[config.mk]
export PLATFORM = sky130hd
export DESIGN_NAME = axi4_read_master
export DESIGN_NICKNAME = d
export VERILOG_FILES = /design/src/rtl/axi4_read_master_pkg.sv /design/src/rtl/axi4_watchdog.sv /design/src/rtl/axi4_read_master.sv
export SDC_FILE = /design/constraint.sdc
export NUM_CORES = 1
export LEC_CHECK = 0
export ABC_AREA = 1
export BUFFER_PORTS_ARGS = -buffer_cell sky130_fd_sc_hd__buf_2
export CAP_MARGIN = 20
export CELL_PAD_IN_SITES_DETAIL_PLACEMENT = 1
export CELL_PAD_IN_SITES_GLOBAL_PLACEMENT = 1
export CORE_AREA = 2 2 244 246
export DETAILED_ROUTE_END_ITERATION = 7
export DIE_AREA = 0 0 246 248
export HOLD_SLACK_MARGIN = 0.02
export PLACE_DENSITY = 0.54
export SLEW_MARGIN = 10
export SYNTH_ARGS = -nofsm -noshare
export SYNTH_HDL_FRONTEND = slang
export SYNTH_SLANG_ARGS = --single-unit
[constraint.sdc]
create_clock -name M_AXI_ACLK -period 2.4 [get_ports M_AXI_ACLK]
set_input_delay 0.48 -clock M_AXI_ACLK [delete_from_list [all_inputs] [get_ports M_AXI_ACLK]]
set_output_delay 0.48 -clock M_AXI_ACLK [all_outputs]
set_load 0.02 [all_outputs]
[src/rtl/axi4_read_master_pkg.sv]
// Shared AXI4 constants, read-completion codes and read-master state encoding.
// Imported by axi4_read_master and reusable by the companion write master.
package axi4_read_master_pkg;

   localparam int unsigned AXI_LEN_W   = 8;
   localparam int unsigned AXI_SIZE_W  = 3;
   localparam int unsigned AXI_BURST_W = 2;
   localparam int unsigned AXI_RESP_W  = 2;
   localparam int unsigned AXI_CACHE_W = 4;
   localparam int unsigned AXI_PROT_W  = 3;
   localparam int unsigned AXI_QOS_W   = 4;
   localparam int unsigned READ_ERR_W  = 2;

   localparam logic [AXI_BURST_W-1:0] BURST_INCR = 2'b01;

   localparam logic [AXI_RESP_W-1:0] RESP_OKAY   = 2'b00;
   localparam logic [AXI_RESP_W-1:0] RESP_EXOKAY = 2'b01;
   localparam logic [AXI_RESP_W-1:0] RESP_SLVERR = 2'b10;
   localparam logic [AXI_RESP_W-1:0] RESP_DECERR = 2'b11;

   // Normal non-cacheable bufferable
   localparam logic [AXI_CACHE_W-1:0] ARCACHE_DEFAULT = 4'b0011;

   // Completion codes, ordered by severity so a larger value always wins
   typedef enum logic [READ_ERR_W-1:0] {
      ERR_OK      = 2'd0,
      ERR_RESP    = 2'd1,
      ERR_PROTO   = 2'd2,
      ERR_TIMEOUT = 2'd3
   } read_error_e;

   typedef enum logic [1:0] {
      IDLE = 2'd0,
      ADDR = 2'd1,
      DATA = 2'd2,
      DONE = 2'd3
   } read_state_e;

   // Error codes only ever escalate
   function automatic read_error_e err_max(input read_error_e a, input read_error_e b);
      return (b > a) ? b : a;
   endfunction

endpackage

[src/rtl/axi4_watchdog.sv]
// Inactivity watchdog: counts enabled cycles since the last clear and flags
// expiry on the TIMEOUT-th enabled cycle without a clear.
// Ports: clk, rst (sync active-high), clear, enable, expired (combinational).
module axi4_watchdog #(
   parameter int unsigned TIMEOUT = 1024
) (
   input  logic clk,
   input  logic rst,
   input  logic clear,
   input  logic enable,
   output logic expired
);

   localparam int unsigned      CNT_W = (TIMEOUT > 2) ? $clog2(TIMEOUT) : 1;
   localparam logic [CNT_W-1:0] LIMIT = CNT_W'(TIMEOUT - 1);

   logic [CNT_W-1:0] count;

   // Saturating counter so a stalled owner keeps seeing expiry
   always_ff @(posedge clk) begin
      if (rst) begin
         count <= '0;
      end else if (clear) begin
         count <= '0;
      end else if (enable && (count != LIMIT)) begin
         count <= count + CNT_W'(1);
      end
   end

   assign expired = enable && (count == LIMIT);

endmodule

[src/rtl/axi4_read_master.sv]
// Single-burst AXI4 read master. One READ_START pulse issues one INCR burst;
// R beats are passed straight through to the user handshake with no storage,
// and a one-cycle READ_DONE reports the worst error seen.
// Ports: READ_* user request/beat/completion interface; M_AXI_AR* read address
// channel; M_AXI_R* read data channel; M_AXI_ACLK clock, M_AXI_ARESET sync reset.
module axi4_read_master
   import axi4_read_master_pkg::*;
#(
   parameter int unsigned C_AXI_ADDR_WIDTH = 32,
   parameter int unsigned C_AXI_DATA_WIDTH = 256,
   parameter int unsigned C_AXI_ID_WIDTH   = 4,
   parameter int unsigned C_TIMEOUT        = 1024
) (
   input  logic                        M_AXI_ACLK,
   input  logic                        M_AXI_ARESET,
   input  logic                        READ_START,
   input  logic [C_AXI_ADDR_WIDTH-1:0] READ_ADDR,
   input  logic [AXI_LEN_W-1:0]        READ_LEN,
   output logic                        READ_BUSY,
   output logic [C_AXI_DATA_WIDTH-1:0] READ_DATA,
   output logic                        READ_VALID,
   input  logic                        READ_READY,
   output logic                        READ_DONE,
   output logic [READ_ERR_W-1:0]       READ_ERROR,
   output logic [C_AXI_ID_WIDTH-1:0]   M_AXI_ARID,
   output logic [C_AXI_ADDR_WIDTH-1:0] M_AXI_ARADDR,
   output logic [AXI_LEN_W-1:0]        M_AXI_ARLEN,
   output logic [AXI_SIZE_W-1:0]       M_AXI_ARSIZE,
   output logic [AXI_BURST_W-1:0]      M_AXI_ARBURST,
   output logic                        M_AXI_ARLOCK,
   output logic [AXI_CACHE_W-1:0]      M_AXI_ARCACHE,
   output logic [AXI_PROT_W-1:0]       M_AXI_ARPROT,
   output logic [AXI_QOS_W-1:0]        M_AXI_ARQOS,
   output logic                        M_AXI_ARVALID,
   input  logic                        M_AXI_ARREADY,
   input  logic [C_AXI_ID_WIDTH-1:0]   M_AXI_RID,
   input  logic [C_AXI_DATA_WIDTH-1:0] M_AXI_RDATA,
   input  logic [AXI_RESP_W-1:0]       M_AXI_RRESP,
   input  logic                        M_AXI_RLAST,
   input  logic                        M_AXI_RVALID,
   output logic                        M_AXI_RREADY
);

   localparam int unsigned SIZE_LOG2 = $clog2(C_AXI_DATA_WIDTH / 8);

   read_state_e                 state;
   logic [C_AXI_ADDR_WIDTH-1:0] addr_q;
   logic [AXI_LEN_W-1:0]        len_q;
   logic [AXI_LEN_W-1:0]        beat_q;
   read_error_e                 err_q;
   logic                        arvalid_q;
   logic                        busy_q;
   logic                        done_q;

   logic        start_ok;
   logic        ar_hs;
   logic        r_hs;
   logic        wd_expired;
   logic        beat_final;
   logic        resp_err;
   logic        proto_err;
   logic        beat_ends;
   read_error_e beat_err;

   assign start_ok = (state == IDLE) && READ_START;
   assign ar_hs    = arvalid_q && M_AXI_ARREADY;
   assign r_hs     = (state == DATA) && M_AXI_RVALID && READ_READY;

   // Per-beat classification: a beat ends the burst on RLAST or when the count
   // says it must be last; any disagreement between the two is a protocol error
   assign beat_final = (beat_q == len_q);
   assign resp_err   = (M_AXI_RRESP == RESP_SLVERR) || (M_AXI_RRESP == RESP_DECERR);
   assign proto_err  = (M_AXI_RLAST != beat_final) || (M_AXI_RID != '0);
   assign beat_ends  = M_AXI_RLAST || beat_final;
   assign beat_err   = err_max(err_q, err_max(resp_err  ? ERR_RESP  : ERR_OK,
                                              proto_err ? ERR_PROTO : ERR_OK));

   // Timer restarts on request acceptance and on every channel handshake
   axi4_watchdog #(
      .TIMEOUT (C_TIMEOUT)
   ) u_watchdog (
      .clk     (M_AXI_ACLK),
      .rst     (M_AXI_ARESET),
      .clear   (start_ok || ar_hs || r_hs),
      .enable  ((state == ADDR) || (state == DATA)),
      .expired (wd_expired)
   );

   // Control FSM; handshakes take priority over a coincident timeout
   always_ff @(posedge M_AXI_ACLK) begin
      if (M_AXI_ARESET) begin
         state     <= IDLE;
         addr_q    <= '0;
         len_q     <= '0;
         beat_q    <= '0;
         err_q     <= ERR_OK;
         arvalid_q <= 1'b0;
         busy_q    <= 1'b0;
         done_q    <= 1'b0;
      end else begin
         done_q <= 1'b0;
         case (state)
            IDLE: begin
               if (READ_START) begin
                  addr_q    <= READ_ADDR;
                  len_q     <= READ_LEN;
                  beat_q    <= '0;
                  err_q     <= ERR_OK;
                  arvalid_q <= 1'b1;
                  busy_q    <= 1'b1;
                  state     <= ADDR;
               end
            end
            ADDR: begin
               if (ar_hs) begin
                  arvalid_q <= 1'b0;
                  state     <= DATA;
               end else if (wd_expired) begin
                  // Withdrawing ARVALID unaccepted is deliberate error recovery
                  arvalid_q <= 1'b0;
                  err_q     <= ERR_TIMEOUT;
                  done_q    <= 1'b1;
                  state     <= DONE;
               end
            end
            DATA: begin
               if (r_hs) begin
                  beat_q <= beat_q + AXI_LEN_W'(1);
                  err_q  <= beat_err;
                  if (beat_ends) begin
                     done_q <= 1'b1;
                     state  <= DONE;
                  end
               end else if (wd_expired) begin
                  err_q  <= ERR_TIMEOUT;
                  done_q <= 1'b1;
                  state  <= DONE;
               end
            end
            DONE: begin
               busy_q <= 1'b0;
               state  <= IDLE;
            end
            default: state <= IDLE;
         endcase
      end
   end

   assign READ_BUSY  = busy_q;
   assign READ_DONE  = done_q;
   assign READ_ERROR = err_q;

   // Zero-latency beat pass-through while in the data phase
   assign READ_DATA    = M_AXI_RDATA;
   assign READ_VALID   = (state == DATA) && M_AXI_RVALID;
   assign M_AXI_RREADY = (state == DATA) && READ_READY;

   assign M_AXI_ARID    = '0;
   assign M_AXI_ARADDR  = addr_q;
   assign M_AXI_ARLEN   = len_q;
   assign M_AXI_ARSIZE  = AXI_SIZE_W'(SIZE_LOG2);
   assign M_AXI_ARBURST = BURST_INCR;
   assign M_AXI_ARLOCK  = 1'b0;
   assign M_AXI_ARCACHE = ARCACHE_DEFAULT;
   assign M_AXI_ARPROT  = '0;
   assign M_AXI_ARQOS   = '0;
   assign M_AXI_ARVALID = arvalid_q;

endmodule

==> metrics, run 1 <==
crit-path max cell delay=0.32 ns; number of synthesized flops with an enable pin=0; family with the most delay on the worst path=simple AND/OR/NAND/NOR gates; Mean Syn Cell Area=7.29 um2; most numerous cell on the critical path=buf_4; CP Data Required Time=2.67 ns; Startpoint Class=flip-flop; I/O Buffers=98; Layout Nets=890; DR vias=3,577; Worst Path Buf+Inv=6; WS Path Type=flip-flop to flip-flop; worst clock skew=0.0147 ns; Die Ht=248 um; ys flop type=dfxtp_1; routability cong.=0.746; worst endpoint data arrival time=2.65 ns; initial antenna violation count=1; core area=58,500 um2; CP Max Fanout=3; WHS Path Cells=3; drt drc=0; layout cells sized above 1=31.9%; Power Dens Cells=689 nW/um2; Leak=2.13 nW; die width=246 um; Std-Cell Rows=89; TritonCTS clock tree=done; htree depth=3; Post-Place Setup Slack=-0.190 ns; PnR worst setup slack=0.0132 ns; RSZ-0062 raised after global routing=true; Final Hold Viols=0; routed wire length per instance=13.1 um; Tot GR Track Use=5.71%; CP Depth=17; top post-synthesis cells by area=buf_4 41%, dfxtp_1 25%, nor2_1 7.3%; CP max-delay cell=dfxtp_2; gr ovfl total=0; Max Fclk=419 MHz; top cell type's share of synthesized area=40.7%; # diodes=0; DRT Pass-1 Iters=4; Initial Util=8.73%; final-report setup violation count=0; area delta synth->final=0.147%; register area share after synthesis=25.5%; count leader, synth=buf_4; clock root buffer master=clkbuf_16; via count of the first global-routing pass=3,648; worst-path cell chain=xor2_1 -> nor4_2 -> nand2_1 -> ha_4 -> nor3_4 -> nand2_2 -> nor2_4 -> buf_4 -> buf_4 -> buf_4 -> buf_4 -> buf_4 -> buf_4 -> nand2_1 -> nand2_1 -> nand2_1 -> a21oi_1; die area=61,000 um2; hpwl dp=14,400 um; vias per cell=2.65; status=completed; final wirelength=17,700 um; worst skew pair latency=0.38 ns; clock-pin slew on the worst setup and hold paths=0.08 ns; Cell variety after synth=32; clock sink count=65; DP Area=4690 um2; Setup TNS Final=0 ns; largest area contributor in the netlist=buf_4; fin crit share=99.5%; Mapped Area=5100 um2; Tmin final=2.39 ns; Worst IR Drop VDD=0.448 mV; Iter 0 DRT Violations=106; FFs w/ async S/R, synth=0%; Crit. End Element=flip-flop; I/O Pins=633; fin area=5110 um2; worst hold path class=input port to flip-flop; YS warnings=0; pin count of the biggest net entering global routing=22; total power=3.52 mW; Slew Viols, Final=0; CTS Buf Count=9; Max Cap Viol=0; worst reg-to-reg path cell count=17; Syn Inst Count=700; clock tree buffer depth=2; top post-synthesis cells by count=277 x buf_4, 99 x nor2_1, 66 x nand2_1, 65 x dfxtp_1, 47 x o21ai_0; antenna-violating nets left=0; first-pass GRT wire length=24,100 um; FF+latch count, synth=65
-- what timing repair did --
action,CTS,global route
gates resized for setup,5,8
cloned,0,0
hold buffers,0,0
setup buffers,7,1
endpoints found under the setup margin,2,2
pin swaps,5,2
-- layout by cell type (no fill, tap or decap), types with 8 or more instances in the layout --
cell       Yosys  routed
inv_1         34      33
xor2_1        10      10
nor2_1        99      97
nand2_2        5       8
nand3_1       11      11
buf_2          5      98
clkbuf_16      0       9
buf_4        277      35
ha_1           9       8
conb_1         2      21
dfxtp_1       65      63
o21ai_0       47      46
nand2_1       66      63
a21oi_1       23      23
-- power by group --
group	internal (mW)	switching [mW]
combinational	0.289	0.553
clock	0.836	0.601
sequential	1.18	0.0613
-- state kept, by name (all words and copies together) (netlist names) --
signal and flops:
M_AXI_ARADDR 32, READ_DONE 1, beat_q 8, READ_ERROR 2, READ_BUSY 1, M_AXI_ARLEN 8, state 2, M_AXI_ARVALID 1
u_watchdog.count 10
-- per-layer routing --
metal  routed length [um]  global-route usage, %
met5                   41                  0.318
met4                 1890                   6.84
met3                 2680                   4.10
met2                 7700                   8.35
met1                 5370                   4.62
-- area by class of cell --
cell class	instances	area (um2)
Multi-Input combinational cell	323	1630
Fill cell	7088	53400
Inverter	40	155
Clock buffer	10	239
Sequential cell	65	1300
Timing Repair Buffer	133	753
Tap cell	773	967
Clock inverter	6	66.3
-- cell families after synthesis --
kind of cell	count (synthesis)	synth area share (%)
other	2	0.147
buffers and inverters	331	45.1
adders and majority gates	9	2.21
DFF	65	25.5
xor gates and xnor gates	11	1.89
and+or+nand+nor	206	17.5
AOI/OAI and AO/OA	76	7.65
-- final timing paths --
| path | from | to | slack, ns |
|---|---|---|---|
| max | beat_q[2] | READ_ERROR[0] | 0.01 |
| min | READ_ADDR[20] | M_AXI_ARADDR[20] | 0.36 |
| max reg2reg | beat_q[2] | READ_ERROR[0] | 0.01 |
| min reg2reg | M_AXI_ARADDR[19] | M_AXI_ARADDR[19] | 0.48 |
-- tightest hold or removal path: stages --
cell and delay, ns:
buf_2 0.07, o21ai_0 0.08, nor2_1 0.08
-- through the flow --
step | hold slack (ns) | std cells | util, %
finish | 0.355 | 1350 | 8.74
global route | 0.349 | 1350 | 8.74
CTS | 0.315 | 1349 | 8.65
detailed placement | 0.474 | 1326 | 8.03
global placement | 0.462 | 1326 | 8.03
floorplan | 0.460 | 719 | -
Power figures use the tool's default switching activity.
==> run 2: changes to the inputs <==
- PLACE_DENSITY: 0.54 -> 0.44
==> metrics, run 2 (synthesis gave the netlist of run 1 again) <==
status=finished, violations left; failing checks=negative setup slack; fin area=5090 um2; final-report setup violation count=2; CP Max Fanout=3; most numerous cell on the critical path=nand2_1; Tot GR Track Use=6.05%; core area=58,500 um2; clock sink count=65; Sequential Area=1310 um2; I/O Pins=633; worst hold path class=input port to flip-flop; Final Hold Viols=0; Worst R2R Setup Slack=-0.15 ns; DP Area=4720 um2; Crit. End Element=flip-flop; crit-path max cell delay=0.32 ns; Die Ht=248 um; DR vias=3,562; clock tree buffer depth=2; clock-pin slew on the worst setup and hold paths=0.06 ns; initial antenna violation count=5; pin count of the biggest net entering global routing=38; worst-path cell chain=xor2_1 -> nor4_1 -> buf_4 -> nand2_4 -> ha_4 -> nor3_4 -> nand2_2 -> nor2_2 -> inv_1 -> ha_1 -> nand2_1 -> o21ai_1 -> nand2_1 -> nand2_2 -> nor2_2 -> nand2_1 -> a21oi_2; most common cell after layout, fill and taps aside=buf_2; routed wire length per instance=13.6 um; Iter 0 DRT Violations=120; worst endpoint data arrival time=2.85 ns; WS Path Type=flip-flop to flip-flop; Max Fclk=392 MHz; first-pass GRT wire length=25,400 um; Leak=2.11 nW; Startpoint Class=flip-flop; Initial Util=8.73%; PnR worst setup slack=-0.153 ns; family with the most delay on the worst path=simple AND/OR/NAND/NOR gates; CTS Hold Bufs=0; Worst IR Drop VDD=0.304 mV; CP max-delay cell=dfxtp_2; die width=246 um; drt drc=0; TritonCTS clock tree=done; DRT Pass-1 Iters=4; Std-Cell Rows=89; worst skew pair latency=0.37 ns; fin crit share=106%; hpwl dp=14,600 um; Tmin final=2.55 ns; RSZ-0062 raised after global routing=true; Power Dens Cells=695 nW/um2; vias per cell=2.65; most frequent cells in the layout=98 x buf_2, 97 x nor2_1, 62 x dfxtp_1, 62 x nand2_1, 46 x o21ai_0; I/O Buffers=98; routability cong.=0.684; Layout Nets=884; CTS Buf Count=9; antenna-violating nets left=0; worst clock skew=0.0120 ns; via count of the first global-routing pass=3,763; Max Cap Viol=0; Slew Viols, Final=0; final wirelength=18,300 um; die area=61,000 um2; gr ovfl total=0; htree depth=3; Worst Path Buf+Inv=2; CP Data Required Time=2.70 ns; footprint of the multi-input gates=1630 um2; clock root buffer master=clkbuf_16; Final Hold Slack=0.354 ns; layout cells sized above 1=31.2%; area delta synth->final=-0.343%; max reg flops=32; fillers=7,070
run 2: cell types whose count changed in the layout (fill, tap and decap cells not counted), sizes merged:
cell / delta
buf: -6
clkbuf: +2
clkinv: -2
diode: +1
inv: -1
run 2: area by class of cell:
cell class | count | area share, %
flip-flops and latches | 65 | 25.7
inverters | 40 | 3.05
diodes | 1 | 0.0492
multi-input cells | 323 | 32.0
repair buffers | 127 | 14.4
clock inverters | 3 | 0.787
clock buffers | 12 | 5.04
well taps | 773 | 19.0
run 2: tightest hold or removal path: stages:
cell     delay, ns
buf_2         0.07
o21ai_0       0.07
nor2_1        0.07
run 2: worst paths after layout:
| kind | startpoint | endpoint | cells past startpoint |
|---|---|---|---|
| worst max-delay path | beat_q[5] | READ_ERROR[0] | 17 |
| worst min-delay path | READ_ADDR[5] | M_AXI_ARADDR[5] | 3 |
| worst min register to register | M_AXI_ARADDR[19] | M_AXI_ARADDR[19] | 2 |
| worst max register to register | beat_q[5] | READ_ERROR[0] | 17 |
run 2: power by group:
group | switching (mW) | internal, mW
Combinational | 0.574 | 0.297
Sequential | 0.0582 | 1.18
Clock | 0.571 | 0.852
Total | 1.20 | 2.33
run 2: timing repair:
item                                    CTS  global route
setup buffers                             2             0
gates resized for setup                  10             6
endpoints found under the setup margin    2             2
pin swaps                                 9             9
run 2: layer usage:
metal	global-route usage, %	vias to the layer above	routed length (um)
met5	1.03	-	135
met3	4.84	120	2800
met4	5.44	12	1410
li1	-	1612	-
met2	8.72	291	7820
met1	5.31	1527	6100
run 2: per-stage QoR:
stage / TNS, ns / utilization [%] / std cells / setup WS [ns] / power (mW)
4_1_cts: -0.754 / 8.67 / 1344 / -0.386 / 3.70
6_report: -0.270 / 8.70 / 1344 / -0.153 / 3.53
3_5_place_dp: -0.966 / 8.08 / 1327 / -0.488 / 2.15
2_1_floorplan: 0 / - / 719 / 0.0438 / 2.41
3_3_place_gp: -0.642 / 8.08 / 1327 / -0.323 / 2.14
5_1_grt: -0.692 / 8.70 / 1343 / -0.353 / 3.82
==> run 3: changes to the inputs <==
- PLACE_DENSITY: 0.44 -> not set
- PLACE_DENSITY_LB_ADDON: not set -> 0.1
==> metrics, run 3 (synthesis gave the netlist of run 1 again) <==
Worst IR Drop VDD=0.352 mV; clock tree buffer depth=2; Setup TNS Final=-0.216 ns; clock-pin slew on the worst setup and hold paths=0.06 ns; die width=246 um; PnR worst setup slack=-0.116 ns; CTS Hold Bufs=0; clock root buffer master=clkbuf_16; die area=61,000 um2; Reg power frac=35.9%; failing checks=negative setup slack; antenna-violating nets left=0; core area=58,500 um2; final wirelength=18,600 um; most frequent cells in the layout=98 x buf_2, 97 x nor2_1, 61 x nand2_1, 58 x dfxtp_1, 46 x o21ai_0; CP Max Fanout=3; Max Fclk=398 MHz; Layout Nets=889; htree depth=3; internal power=2.19 mW; Initial Util=8.73%; Sw Ratio=36.9%; Startpoint Class=flip-flop; Switch Pwr=1.28 mW; worst endpoint data arrival time=2.82 ns; fin crit share=105%; Crit. End Element=flip-flop; worst hold path class=input port to flip-flop; I/O Buffers=98; Gate power share=25.9%; final-report setup violation count=2; drt drc=0; Final Hold Viols=0; final core occ=8.75%; clock share of power=38.2%; fillers=7,013; gr ovfl total=0; WS Path Type=flip-flop to flip-flop; DRT Pass-1 Iters=3; Power Dens Cells=679 nW/um2; hpwl dp=14,400 um; most common cell after layout, fill and taps aside=buf_2; layout cells sized above 1=33.0%; Post-Place Setup Slack=-0.401 ns; vias per cell=2.63; via count of the first global-routing pass=3,894; Die Ht=248 um; worst skew pair latency=0.37 ns; Max Cap Viol=0; CP Data Required Time=2.70 ns; Std-Cell Rows=89; DR vias=3,552; non-filler cells in the finished layout=1,350; Slew Viols, Final=0; Tmin final=2.52 ns; initial antenna violation count=1; placed cell count=1,324; CTS Buf Count=9; TritonCTS clock tree=done; routability cong.=0.612; pin count of the biggest net entering global routing=41; Tot GR Track Use=6.12%; worst clock skew=0.00814 ns; max reg flops=32; clock sink count=65; I/O Pins=633; routed wire length per instance=13.8 um; area delta synth->final=0.270%; Iter 0 DRT Violations=58; RSZ-0062 raised after global routing=true; first-pass GRT wire length=26,100 um; Leak=2.11 nW; status=finished, violations left
-- run 3: cell types whose count changed in the layout (fill, tap and decap cells not counted), moves of 2 or more --
| cell | before | now |
|---|---|---|
| buf_4 | 27 | 33 |
| clkbuf_8 | 2 | 0 |
| dfxtp_2 | 3 | 7 |
| clkinvlp_4 | 0 | 3 |
| dfxtp_1 | 62 | 58 |
| clkinv_4 | 0 | 2 |
-- run 3: cell type report --
type,instances,area [um2],area share (%)
clock inverters,6,45.0,0.880
multi-input cells,323,1650,32.2
diodes,1,2.50,0.0489
inverters,40,155,3.03
flip-flops and latches,65,1310,25.6
repair buffers,132,758,14.8
well taps,773,967,18.9
clock buffers,10,229,4.47
-- run 3: repair_timing --
action                                  in CTS  in global routing
gates resized for setup                     12                 11
setup buffers                                7                  2
endpoints found under the setup margin       2                  2
pin swaps                                    6                  8
-- run 3: routing by layer --
metal | global-route usage, % | wire [um] | vias up
li1 | - | - | 1628
met1 | 6.48 | 7460 | 1571
met2 | 8.16 | 7480 | 265
met3 | 4.82 | 2620 | 84
met4 | 4.12 | 958 | 4
met5 | 0.556 | 61 | -
-- run 3: final timing paths --
path	startpoint	slack [ns]	end	depth (start not counted)
max	beat_q[4]	-0.12	READ_ERROR[1]	17
min	READ_ADDR[27]	0.36	M_AXI_ARADDR[27]	3
max reg2reg	beat_q[4]	-0.12	READ_ERROR[1]	17
min reg2reg	M_AXI_ARADDR[22]	0.49	M_AXI_ARADDR[22]	2
-- run 3: through the flow --
stage                     hold WS [ns]  instance area [um2]  power [mW]
after detailed placement         0.477                 4690        2.16
after CTS                        0.322                 5060        3.64
after floorplan                  0.460                 5170        2.41
after global routing             0.348                 5110        3.77
final                            0.360                 5120        3.47
after global placement           0.464                 4690        2.18
-- run 3: critical path: stages, from the launching register on --
cell	delay, ns
dfxtp_2	0.32
xor2_1	0.15
nor4_1	0.29
buf_4	0.18
nand2_4	0.06
ha_4	0.24
nor3_4	0.11
nand2_2	0.09
nor2_2	0.10
inv_1	0.05
ha_1	0.26
nand2_1	0.06
o21ai_1	0.06
nand2_1	0.08
nand2_2	0.09
nor2_4	0.13
nand2_1	0.07
a21oi_1	0.11
-- run 3: power by group through the flow --
stage | registers, mW | logic, mW | clock network (mW)
final | 1.25 | 0.899 | 1.33
after global routing | 1.26 | 1.02 | 1.49
after CTS | 1.25 | 0.925 | 1.46
after detailed placement | 1.27 | 0.891 | 0
after global placement | 1.27 | 0.908 | 0
after floorplan | 1.37 | 1.03 | 0
